## config.mk

```make
export PLATFORM = sky130hd
export DESIGN_NAME = fb_scanout
export DESIGN_NICKNAME = d
export VERILOG_FILES = /design/src/rtl/fb_scanout.sv
export SDC_FILE = /design/constraint.sdc
export NUM_CORES = 1
export LEC_CHECK = 0
export CAP_MARGIN = 20
export CORE_UTILIZATION = 51
export DETAILED_ROUTE_END_ITERATION = 12
export PLACE_DENSITY_LB_ADDON = 0.15
export SYNTH_ARGS = -nofsm -noshare
export SYNTH_HDL_FRONTEND = slang
export SYNTH_SLANG_ARGS = --single-unit
export TNS_END_PERCENT = 1
```

## constraint.sdc

```tcl
create_clock -name clk -period 3.93 [get_ports clk]
set_input_delay 0.786 -clock clk [delete_from_list [all_inputs] [get_ports clk]]
set_output_delay 0.786 -clock clk [all_outputs]
set_load 0.05 [all_outputs]
```

## src/rtl/fb_scanout.sv

```systemverilog
// Frame-buffer reader: 640x480@60 VGA timing, front-buffer read addressing and
// a swap handshake that flips buffers only at the first vertical-blank line.
module fb_scanout #(
  parameter int H_ACTIVE = 640,
  parameter int H_FP     = 16,
  parameter int H_SYNC   = 96,
  parameter int H_BP     = 48,
  parameter int V_ACTIVE = 480,
  parameter int V_FP     = 10,
  parameter int V_SYNC   = 2,
  parameter int V_BP     = 33,
  parameter int RD_LAT   = 1
) (
  input  logic        clk,
  input  logic        rst,
  input  logic        swap,
  output logic        rd_en,
  output logic        rd_buf,
  output logic [18:0] rd_addr,
  input  logic [8:0]  rd_data,
  output logic        hsync,
  output logic        vsync,
  output logic        de,
  output logic [8:0]  rgb,
  output logic        swap_ack,
  output logic        overrun
);

  localparam int H_TOTAL = H_ACTIVE + H_FP + H_SYNC + H_BP;
  localparam int V_TOTAL = V_ACTIVE + V_FP + V_SYNC + V_BP;

  localparam logic [9:0]  H_ACT    = 10'(H_ACTIVE);
  localparam logic [9:0]  H_LAST   = 10'(H_TOTAL - 1);
  localparam logic [9:0]  HS_FIRST = 10'(H_ACTIVE + H_FP);
  localparam logic [9:0]  HS_LAST  = 10'(H_ACTIVE + H_FP + H_SYNC - 1);
  localparam logic [9:0]  V_ACT    = 10'(V_ACTIVE);
  localparam logic [9:0]  V_LAST   = 10'(V_TOTAL - 1);
  localparam logic [9:0]  VS_FIRST = 10'(V_ACTIVE + V_FP);
  localparam logic [9:0]  VS_LAST  = 10'(V_ACTIVE + V_FP + V_SYNC - 1);
  localparam logic [18:0] LINE_W   = 19'(H_ACTIVE);

  logic [9:0]        hcnt_q, hcnt_d;
  logic [9:0]        vcnt_q, vcnt_d;
  logic              buf_sel_q, buf_sel_d;
  logic              pending_q, pending_d;
  logic              swap_prev_q, swap_prev_d;
  logic [RD_LAT-1:0] hs_pipe_q, hs_pipe_d;
  logic [RD_LAT-1:0] vs_pipe_q, vs_pipe_d;
  logic [RD_LAT-1:0] de_pipe_q, de_pipe_d;
  logic              hsync_q, hsync_d;
  logic              vsync_q, vsync_d;
  logic              de_q, de_d;
  logic [8:0]        rgb_q, rgb_d;
  logic              swap_ack_q, swap_ack_d;
  logic              overrun_q, overrun_d;

  logic active, hs0, vs0, swap_chg, commit;

  always_comb begin
    active  = (hcnt_q < H_ACT) && (vcnt_q < V_ACT);
    rd_en   = !rst && active;
    rd_addr = rd_en ? (19'(vcnt_q) * LINE_W + 19'(hcnt_q)) : 19'd0;
    rd_buf  = buf_sel_q;
    hs0     = !((hcnt_q >= HS_FIRST) && (hcnt_q <= HS_LAST));
    vs0     = !((vcnt_q >= VS_FIRST) && (vcnt_q <= VS_LAST));

    hcnt_d = hcnt_q + 10'd1;
    vcnt_d = vcnt_q;
    if (hcnt_q == H_LAST) begin
      hcnt_d = 10'd0;
      vcnt_d = (vcnt_q == V_LAST) ? 10'd0 : vcnt_q + 10'd1;
    end
  end

  // A toggle seen in the commit cycle itself is folded into that flip.
  always_comb begin
    swap_prev_d = swap;
    swap_chg    = swap ^ swap_prev_q;
    commit      = (hcnt_q == 10'd0) && (vcnt_q == V_ACT);
    buf_sel_d   = buf_sel_q;
    pending_d   = pending_q;
    swap_ack_d  = 1'b0;
    overrun_d   = swap_chg && pending_q;
    if (commit) begin
      if (pending_q || swap_chg) begin
        buf_sel_d  = ~buf_sel_q;
        pending_d  = 1'b0;
        swap_ack_d = 1'b1;
      end
    end else if (swap_chg) begin
      pending_d = 1'b1;
    end
  end

  always_comb begin
    hs_pipe_d    = hs_pipe_q << 1;
    hs_pipe_d[0] = hs0;
    vs_pipe_d    = vs_pipe_q << 1;
    vs_pipe_d[0] = vs0;
    de_pipe_d    = de_pipe_q << 1;
    de_pipe_d[0] = rd_en;
    hsync_d      = hs_pipe_q[RD_LAT-1];
    vsync_d      = vs_pipe_q[RD_LAT-1];
    de_d         = de_pipe_q[RD_LAT-1];
    rgb_d        = de_pipe_q[RD_LAT-1] ? rd_data : 9'd0;
  end

  // Sync stages reset to their idle (high) level so no false pulse follows reset.
  always_ff @(posedge clk) begin
    if (rst) begin
      hcnt_q      <= 10'd0;
      vcnt_q      <= 10'd0;
      buf_sel_q   <= 1'b0;
      pending_q   <= 1'b0;
      swap_prev_q <= swap;
      hs_pipe_q   <= '1;
      vs_pipe_q   <= '1;
      de_pipe_q   <= '0;
      hsync_q     <= 1'b1;
      vsync_q     <= 1'b1;
      de_q        <= 1'b0;
      rgb_q       <= 9'd0;
      swap_ack_q  <= 1'b0;
      overrun_q   <= 1'b0;
    end else begin
      hcnt_q      <= hcnt_d;
      vcnt_q      <= vcnt_d;
      buf_sel_q   <= buf_sel_d;
      pending_q   <= pending_d;
      swap_prev_q <= swap_prev_d;
      hs_pipe_q   <= hs_pipe_d;
      vs_pipe_q   <= vs_pipe_d;
      de_pipe_q   <= de_pipe_d;
      hsync_q     <= hsync_d;
      vsync_q     <= vsync_d;
      de_q        <= de_d;
      rgb_q       <= rgb_d;
      swap_ack_q  <= swap_ack_d;
      overrun_q   <= overrun_d;
    end
  end

  assign hsync    = hsync_q;
  assign vsync    = vsync_q;
  assign de       = de_q;
  assign rgb      = rgb_q;
  assign swap_ack = swap_ack_q;
  assign overrun  = overrun_q;

endmodule

```

==> impl_metrics.env <==
export IMPL_end_kind="output port"
export IMPL_final_common_cell="dfxtp_1"
export IMPL_die_x_um=69.35
export IMPL_vdd_drop_max_v=0.0002211
export IMPL_ys_warn_count=0
export IMPL_fmax_ghz=0.2562
export IMPL_r2r_end="vcnt_q[8]"
export IMPL_vias_per_cell=5.534
export IMPL_setup_viol=0
export IMPL_synthCells=263
export IMPL_report_final_slew_viol_count=0
export IMPL_drc=0
export IMPL_worst_path_largest_cell_delay_ps=490
export IMPL_rsz0062_at_grt="yes"
export IMPL_worstSetupStartpointType="flip-flop"
export IMPL_drtPass1Iterations=4
export IMPL_setup_tns_ps=0
export IMPL_synth_seq_cells=40
export IMPL_avgSynthCellArea_sq_um=8.796
export IMPL_n_fill_cell=284
export IMPL_slew_headroom=0.4337
export IMPL_final_cells=380
export IMPL_grt_max_degree=16
export IMPL_finalCriticalPeriod_ps=3904
export IMPL_powerDensity_nw_per_um2=243.6
export IMPL_place_congestion=0.8854
export IMPL_r2r_cells=7
export IMPL_cts_tree="done"
export IMPL_critical_path_class="reg2out"
export IMPL_boundaryPins=47
export IMPL_crit_arrival_ps=3120
export IMPL_hold_end="hsync"
export IMPL_final_util=0.7922
export IMPL_antenna_found_initial=0
export IMPL_numPortBuffers=46
export IMPL_hold_depth=1
export IMPL_vias=2103
export IMPL_drtAntennaViolNets=0
export IMPL_outcome="complete, no violations"
export IMPL_rows=24
export IMPL_die_h_um=69.35
export IMPL_power_leakage_nw=1.357
export IMPL_period_share=0.9933
export IMPL_placed_cells=367
export IMPL_cts_max_level=2
export IMPL_wl_per_cell_um=14.55
export IMPL_cts_sinks=40
export IMPL_synth_area_sq_um=2313
export IMPL_tightest_slew_ps=841.7
export IMPL_syn_to_final_growth_pct=49.11
export IMPL_layout_common_cells="dfxtp_1 (34), nor2_1 (30), clkdlybuf4s50_1 (26)"
export IMPL_start_util=0.5313
export IMPL_drive_gt1_frac=0.2561
export IMPL_path_clk_slew_ps=80
export IMPL_crit_fanout=2
export IMPL_core_area_sq_um=4354
export IMPL_drt_wl_total_um=5528
export IMPL_hold_viol_final=0
export IMPL_hp_start="hs_pipe_q"
export IMPL_crit_required_ps=3140
export IMPL_timing_rr_start="hcnt_q[0]"
export IMPL_clk_latency_ps=300
export IMPL_worstPathCellList="ha_4, ha_4, fa_2, buf_6, xor2_4, nand3_2, or4_4, or4_4, a21oi_4, buf_12"
export IMPL_cts_root_buf="clkbuf_8"
export IMPL_grt_use_total=0.2348
export IMPL_grt_pass1_vias=2041
export IMPL_ys_seq_area_frac=0.3461
export IMPL_place_hpwl_um=3642
export IMPL_diodes=0
export IMPL_hold_class="reg2reg"
export IMPL_clock_path_buffers=2
export IMPL_rrSetupSlack_ps=1620
export IMPL_overflow=0
export IMPL_finClkSkew_ps=6.703
export IMPL_ys_types=46
export IMPL_die_area_sq_um=4809
export IMPL_layout_nets=364
export IMPL_drtIter0Drc=82
export IMPL_syn_nets=300
export IMPL_grt_pass1_wl_um=9128
export IMPL_cts_made_buffers=5
export IMPL_slowest_stage="or4_4"
export IMPL_cap_violations=0
==> layer usage <==
metal / wire length, um / GRT usage / vias to the layer above
met5: 0 / 0 / -
met1: 2335 / 0.2791 / 990
li1: - / - / 1044
met2: 2877 / 0.4207 / 55
met4: 114 / 0.08163 / 0
met3: 201 / 0.04360 / 14
==> cells in the mapped netlist, drive strengths merged <==
cell | count | area (sq um)
inv | 11 | 41.29
o21bai | 1 | 7.510
o41a | 1 | 11.26
nor2b | 2 | 12.51
nand2 | 10 | 37.54
nand2b | 3 | 18.77
o211ai | 2 | 20.02
nand3 | 14 | 75.07
fa | 2 | 40.04
or3 | 3 | 18.77
o31a | 1 | 10.01
buf | 2 | 12.51
a2111oi | 1 | 8.760
o31ai | 1 | 7.510
o21a | 1 | 7.510
or2 | 4 | 25.03
a211oi | 3 | 22.52
xor2 | 12 | 105.1
nand4 | 5 | 31.28
nor2 | 31 | 116.4
o22ai | 1 | 6.260
nor3b | 1 | 7.510
xnor2 | 16 | 140.1
a21oi | 12 | 75.08
clkbuf | 4 | 15.01
nor3 | 11 | 55.05
and3b | 1 | 8.760
and2 | 17 | 106.4
nand3b | 1 | 7.510
a21o | 4 | 30.03
dfxtp | 40 | 800.8
nor4 | 3 | 18.77
or4 | 4 | 35.03
nor4b | 3 | 26.28
o21ai | 9 | 45.04
ha | 23 | 287.8
and3 | 3 | 18.77
==> logic make-up (layout without fill, tap and decap cells) <==
| family | after synthesis | after routing | share of synthesized area |
|---|---|---|---|
| buffers and inverters | 17 | 82 | 0.02974 |
| flip-flops | 40 | 40 | 0.3461 |
| AO/OA/AOI/OAI | 37 | 37 | 0.1087 |
| AND/OR/NAND/NOR | 116 | 116 | 0.2677 |
| XOR/XNOR | 28 | 28 | 0.1060 |
| adder cells (fa/ha/maj) | 25 | 25 | 0.1417 |
==> report_power, final <==
group / switching [mW] / internal, mW
registers: 0.00421 / 0.414
clock network: 0.150 / 0.191
logic: 0.0470 / 0.0348
total: 0.201 / 0.640
==> worst max-delay path by stage <==
stage / to / start / cells after the start / slack (ps)
global route: rd_addr[18] / vcnt_q[2] / 10 / -40
CTS: rd_addr[18] / vcnt_q[5] / 9 / 4
floorplan: rd_addr[18] / vcnt_q[1] / 9 / -410
global placement: rd_addr[18] / vcnt_q[1] / 10 / 30
detailed placement: rd_addr[18] / vcnt_q[1] / 10 / -60
finish: rd_addr[18] / vcnt_q[3] / 10 / 30
==> cell type report <==
type,instances,area [sq um],area share
Clock buffer,5,68.82,0.01995
Clock inverter,3,46.29,0.01342
Inverter,11,41.29,0.01197
Multi-Input combinational cell,206,1634,0.4737
Sequential cell,40,810.8,0.2350
Tap cell,52,65.06,0.01886
Timing Repair Buffer,63,783.3,0.2271
==> critical path: cells and delay by family (launching register included) <==
kind | cells | cell delay, ps
DFF | 1 | 350
and+or+nand+nor | 3 | 1040
buffers and inverters | 2 | 300
xor gates and xnor gates | 1 | 170
adders and majority gates | 3 | 800
AOI/OAI and AO/OA | 1 | 160
==> timing repair <==
item,CTS,global route
endpoints found under the setup margin,2,3
gates resized for setup,24,15
setup buffers,5,0
hold endpoints to repair,0,0
pin swaps,15,7
hold buffers,0,0
==> per-stage QoR <==
stage	hold WS, ps	power, mW	cell area (sq um)	setup WS [ps]
finish	409.9	0.8403	3450	26.16
global route	423.8	0.8624	3450	-44.09
CTS	411.9	0.8465	3358	3.959
detailed placement	393.3	0.5094	3094	-56.74
global placement	391.8	0.5083	3094	26.38
floorplan	389.5	0.4723	2318	-409.9
(Power assumes the default switching activity.)
